===== config.mk =====
export PLATFORM = sky130hd
export DESIGN_NAME = meter_countdown
export DESIGN_NICKNAME = d
export VERILOG_FILES = /design/src/rtl/meter_countdown.sv
export SDC_FILE = /design/constraint.sdc
export NUM_CORES = 1
export LEC_CHECK = 0
export ABC_AREA = 1
export BUFFER_PORTS_ARGS = -buffer_cell sky130_fd_sc_hd__buf_4
export CAP_MARGIN = 20
export CORE_UTILIZATION = 57
export CTS_BUF_LIST = sky130_fd_sc_hd__clkbuf_4 sky130_fd_sc_hd__clkbuf_8
export DETAILED_ROUTE_END_ITERATION = 7
export PLACE_DENSITY = 0.79
export SYNTH_ARGS = -nofsm -noshare
export SYNTH_HDL_FRONTEND = slang
export SYNTH_SLANG_ARGS = --single-unit

===== constraint.sdc =====
create_clock -name clk -period 2.1 [get_ports clk]
set_input_delay 0.105 -clock clk [delete_from_list [all_inputs] [get_ports clk]]
set_output_delay 0.105 -clock clk [all_outputs]
set_load 0.02 [all_outputs]

===== src/rtl/meter_countdown.sv =====
`timescale 1ns/1ps
// meter_countdown
//   Time-keeping end of the parking-meter datapath. Adopts the meter value
//   on load, decrements it once per second, and derives the display flash
//   control and a 4-digit BCD image. The BCD image is produced by a
//   double-dabble converter that does one shift per cycle.
//
// Ports
//   clk        system clock
//   rst_n      asynchronous active-low reset
//   valin      meter value from the coin/reset counter
//   load       one-cycle pulse: adopt valin (saturated to MAX_VAL)
//   val        remaining time, fed back to the counter
//   bcd        val as BCD, [15:12] thousands .. [3:0] units
//   bcd_valid  one-cycle pulse when bcd is updated
//   low_time   1 when 0 < val < LOW_THRESH
//   expired    1 when val == 0
//   blank      1 = display dark for this phase
//
// Conversion FSM
//   state | meaning
//   IDLE  | bcd matches last_conv; wait for val to differ
//   SHIFT | 14 add-3/shift iterations on the captured value
//   DONE  | publish scratch to bcd, pulse bcd_valid
module meter_countdown #(
    parameter int TICK_DIV   = 100000000,
    parameter int LOW_THRESH = 200,
    parameter int MAX_VAL    = 9999
) (
    input  logic        clk,
    input  logic        rst_n,
    input  logic [13:0] valin,
    input  logic        load,
    output logic [13:0] val,
    output logic [15:0] bcd,
    output logic        bcd_valid,
    output logic        low_time,
    output logic        expired,
    output logic        blank
);

    localparam int            CW       = (TICK_DIV > 1) ? $clog2(TICK_DIV) : 1;
    localparam logic [CW-1:0] CNT_LAST = CW'(TICK_DIV - 1);
    localparam logic [CW-1:0] CNT_HALF = CW'(TICK_DIV / 2 - 1);
    localparam logic [13:0]   MAX_V    = 14'(MAX_VAL);
    localparam logic [13:0]   LOW_V    = 14'(LOW_THRESH);

    typedef enum logic [1:0] {
        IDLE  = 2'd0,
        SHIFT = 2'd1,
        DONE  = 2'd2
    } conv_state_t;

    // ------------------------------------------------------------------
    // Free-running prescaler
    // ------------------------------------------------------------------
    logic [CW-1:0] cnt;
    logic          sec_tick;
    logic          half_tick;

    assign sec_tick  = (cnt == CNT_LAST);
    assign half_tick = sec_tick || (cnt == CNT_HALF);

    always_ff @(posedge clk or negedge rst_n) begin
        if (!rst_n) begin
            cnt <= '0;
        end else if (sec_tick) begin
            cnt <= '0;
        end else begin
            cnt <= cnt + CW'(1);
        end
    end

    // ------------------------------------------------------------------
    // Remaining-time register
    // ------------------------------------------------------------------
    logic [13:0] val_next;

    always_comb begin
        val_next = val;
        if (load) begin
            val_next = (valin > MAX_V) ? MAX_V : valin;
        end else if (sec_tick && (val != 14'd0)) begin
            val_next = val - 14'd1;
        end
    end

    always_ff @(posedge clk or negedge rst_n) begin
        if (!rst_n) begin
            val <= 14'd0;
        end else begin
            val <= val_next;
        end
    end

    assign expired  = (val == 14'd0);
    assign low_time = (val != 14'd0) && (val < LOW_V);

    // ------------------------------------------------------------------
    // Flash control. Looking at val_next lets blank restart at 0 on the
    // same edge that val moves into a different display mode.
    // ------------------------------------------------------------------
    logic expired_next;
    logic low_next;
    logic mode_change;

    assign expired_next = (val_next == 14'd0);
    assign low_next     = (val_next != 14'd0) && (val_next < LOW_V);
    assign mode_change  = (expired_next != expired) || (low_next != low_time);

    always_ff @(posedge clk or negedge rst_n) begin
        if (!rst_n) begin
            blank <= 1'b0;
        end else if (mode_change) begin
            blank <= 1'b0;
        end else if (expired) begin
            if (half_tick) begin
                blank <= ~blank;
            end
        end else if (low_time) begin
            if (sec_tick) begin
                blank <= ~blank;
            end
        end else begin
            blank <= 1'b0;
        end
    end

    // ------------------------------------------------------------------
    // Double-dabble converter
    // ------------------------------------------------------------------
    conv_state_t state;
    logic [13:0] shreg;
    logic [13:0] cap;
    logic [13:0] last_conv;
    logic [15:0] scratch;
    logic [15:0] adj;
    logic [3:0]  iter;

    always_comb begin
        adj = scratch;
        for (int d = 0; d < 4; d++) begin
            if (scratch[d*4 +: 4] >= 4'd5) begin
                adj[d*4 +: 4] = scratch[d*4 +: 4] + 4'd3;
            end
        end
    end

    always_ff @(posedge clk or negedge rst_n) begin
        if (!rst_n) begin
            state     <= IDLE;
            shreg     <= 14'd0;
            cap       <= 14'd0;
            last_conv <= 14'd0;
            scratch   <= 16'd0;
            iter      <= 4'd0;
            bcd       <= 16'd0;
            bcd_valid <= 1'b0;
        end else begin
            bcd_valid <= 1'b0;
            case (state)
                IDLE: begin
                    if (val != last_conv) begin
                        cap     <= val;
                        shreg   <= val;
                        scratch <= 16'd0;
                        iter    <= 4'd0;
                        state   <= SHIFT;
                    end
                end
                SHIFT: begin
                    // A newer val makes the running conversion stale.
                    if (val != cap) begin
                        cap     <= val;
                        shreg   <= val;
                        scratch <= 16'd0;
                        iter    <= 4'd0;
                    end else begin
                        scratch <= (adj << 1) | 16'(shreg[13]);
                        shreg   <= shreg << 1;
                        if (iter == 4'd13) begin
                            state <= DONE;
                        end else begin
                            iter <= iter + 4'd1;
                        end
                    end
                end
                DONE: begin
                    // val moved on the last shift edge: never publish it.
                    if (val != cap) begin
                        cap     <= val;
                        shreg   <= val;
                        scratch <= 16'd0;
                        iter    <= 4'd0;
                        state   <= SHIFT;
                    end else begin
                        bcd       <= scratch;
                        bcd_valid <= 1'b1;
                        last_conv <= cap;
                        state     <= IDLE;
                    end
                end
                default: begin
                    state <= IDLE;
                end
            endcase
        end
    end

endmodule


==> metrics.txt <==
status=finished with violations; failing checks=negative setup slack; CP Launch Type=register; GR peak layer=met2; Clk network pwr share=28.1%; Cell Area, Synth=7140 um^2; Post-Layout Inst Area=9360 um^2; Post-Route WL=19.0 mm; Fmax=469 MHz; syn_nets=958; Final Wtd Congestion=0.879; Max-Slew Margin vs Limit=62.2%; remaining antenna violation count=0; clock root buffer=clkbuf_8; Worst path slowest cell=dfrtp_1; most frequent cells after synthesis=244 x nand2_1, 123 x dfrtp_1, 99 x inv_1; CTS tree=done; Hold Fails Final Rpt=0; Max Cap Viol=0; grt ovf=0; CP endpoint kind=register; Worst EP arrival=2.50 ns; met3 usage=5.84%; Seq pwr share=39.3%; Setup CP Type=reg2reg; Fin Hold WS=0.0140 ns; Final Power=7.56 mW; largest net degree at the start of global routing=45; sequential element share of the synthesized area=43.1%; cells along the critical path=ha_4 > nand2_4 > nor2_4 > nand2_4 > clkinv_4 > nand2_4 > nor2_8 > buf_6 > buf_16 > nand3_1 > nand2_1 > a21oi_2 > nand3_1 > nor2_2 > nand3_1 > nor2_1; Wirelength per Cell=15.2 um; Iter 0 DRT Violations=578; IO Pins=51; VDD IR max=0.668 mV; setup_tns=-0.0452 ns; CTS clock-pin slew for the worst setup and hold paths=0.07 ns; number of synthesized register bits=123; die width=114 um; first-pass GRT wire length=28.4 mm; post-synth top area cell=dfrtp_1; met2 usage=46.5%; Site Rows=40; Overall Global Routing Usage=28.0%; Floorplan Core Area=12100 um^2; fin crit share=102%; static leakage=4.54 nW; total number of vias=6750; Via density=5.38; top cells by area, synth=dfrtp_1 43%, nand2_1 13%, inv_1 5.2%; PD cells=807 nW/um^2; synthesized area per cell=7.72 um^2; Post-DP Area=8030 um^2; switch share=35.2%; final worst path period need=2.13 ns; Finished Layout Cells=1255; final net count=1108; share of cells above drive strength 1=30.8%; DP Cell Count=1168; First-pass DRT Iterations=6; Sw Pwr=2.66 mW; GR Layer Usage met1=36.6%; Setup violations, final=2; top-count cell post-synth=nand2_1; Clock Latency Late Sink=0.45 ns; Hold/Removal Path Class=in2reg; die footprint=13000 um^2; Die Y=114 um; final setup margin=-0.0320 ns; Sink Count=123; Place WS=-0.0306 ns; fill cell count=810; Clock Path Buffers=2; Critical Path Fanout Max=6; top cell type's share of synthesized area=43.1%; Worst Clk Skew=0.00912 ns; Int Power=4.90 mW; HPWL Detailed=12.1 mm; Post-Syn Instances=924; number of global-route vias before repair=6079; Synth Flop Type=dfrtp_1; Port Buf Inserts=50; Synth cell types=51; Util after Layout=77.3%; Least-Margin Pin Slew=0.567 ns; Initial Util=58.9%; Antenna Cells=0; Worst path max stage delay=0.43 ns; DRC viols=0; synthesis-to-finish area growth=31.2%; total CTS buffers=17; Post-synth ARST share=100%; Post-synth EDFFs=0; number of antenna violations at the first check in global routing=0; WP data required=2.47 ns; H-tree levels=4; RSZ-0062 raised after global routing=yes; Ys Warns=0; Max Slew Vio Count=0; Comb pwr share=32.6%
-- metal layers --
metal	part of all wire [%]	vias up
li1	-	3284
met4	1.9	0
met1	43	3179
met3	5.5	39
met5	0	-
met2	49	248
-- final timing paths --
path                               start      end  slack [ns]  depth (start not counted)
worst max-delay path              cnt[0]    blank       -0.03                         16
worst min-delay path            valin[2]   val[2]        0.01                          5
worst max register to register    cnt[0]    blank       -0.03                         16
worst min register to register   bcd[14]  bcd[14]        0.49                          2
max in group asynchronous          rst_n   val[6]        1.23                          3
min in group asynchronous          rst_n  bcd[13]        0.20                          2
-- final cells by class --
type | instances | area, um^2 | area share (%)
Multi-Input combinational cell | 653 | 3750 | 40.1
Sequential cell | 123 | 3090 | 33.0
Timing Repair Buffer | 157 | 1430 | 15.2
Inverter | 121 | 472 | 5.04
Clock buffer | 26 | 345 | 3.69
Tap cell | 168 | 210 | 2.25
Clock inverter | 6 | 57.6 | 0.615
Timing Repair inverter | 1 | 8.76 | 0.0936
-- state kept, by name (all words and copies together) (netlist names) --
signal and cells:
bcd_valid 1, val 14, blank 1, bcd 16
cnt 27, cap 14, scratch 16, last_conv 14
shreg 14, state 2, iter 4
-- cell usage in the layout, fill, tap and decap left out, types with 5 or more instances in the layout --
| master | count |
|---|---|
| nand2_1 | 224 |
| buf_4 | 127 |
| dfrtp_1 | 115 |
| inv_1 | 97 |
| nor2_1 | 72 |
| nand3_1 | 45 |
| o21ai_0 | 38 |
| a21oi_1 | 34 |
| o21ai_1 | 30 |
| a21oi_2 | 25 |
| nand2_2 | 24 |
| clkbuf_8 | 24 |
| inv_2 | 20 |
| nand4_1 | 18 |
| xor2_1 | 18 |
| nor3_1 | 15 |
| ha_1 | 15 |
| nor2_4 | 11 |
| nand3_2 | 11 |
| nor2_2 | 10 |
| o21ai_2 | 10 |
| buf_12 | 9 |
| buf_6 | 8 |
| dfrtp_2 | 8 |
| dlygate4sd3_1 | 7 |
| xnor2_1 | 5 |
| o2111ai_2 | 5 |
-- power groups by stage --
stage                     Sequential [mW]  Combinational [mW]  Clock [mW]
after floorplan                      2.95                1.30           0
after global placement               2.96                1.81           0
after detailed placement             2.97                1.87           0
after CTS                            2.93                1.90        2.13
after global routing                 3.00                2.68        2.24
final                                2.97                2.46        2.12
-- cells by family (layout without fill, tap and decap cells) --
kind of cell | Yosys count | after routing | share of synthesized area, %
buffers and inverters | 149 | 311 | 9.12
adders and majority gates | 17 | 17 | 2.98
and+or+nand+nor | 454 | 455 | 28.8
AOI/OAI and AO/OA | 158 | 158 | 13.1
DFF | 123 | 123 | 43.1
xor gates and xnor gates | 23 | 23 | 2.82
-- timing repair --
item,in CTS,in global routing
hold buffers,7,0
pin swaps,8,39
gates cloned,1,8
buffers inserted,9,30
hold endpoints to repair,45,0
endpoints found under the setup margin,3,86
gates resized for setup,10,98
-- worst max-delay path: cells and delay by family, from the launching register on --
family                   cells  cell delay, ns
adder cells (fa/ha/maj)      1            0.19
AND/OR/NAND/NOR             11            0.93
flip-flops                   1            0.43
AO/OA/AOI/OAI                1            0.16
buffers and inverters        3            0.32
Power figures use the tool's default switching activity.
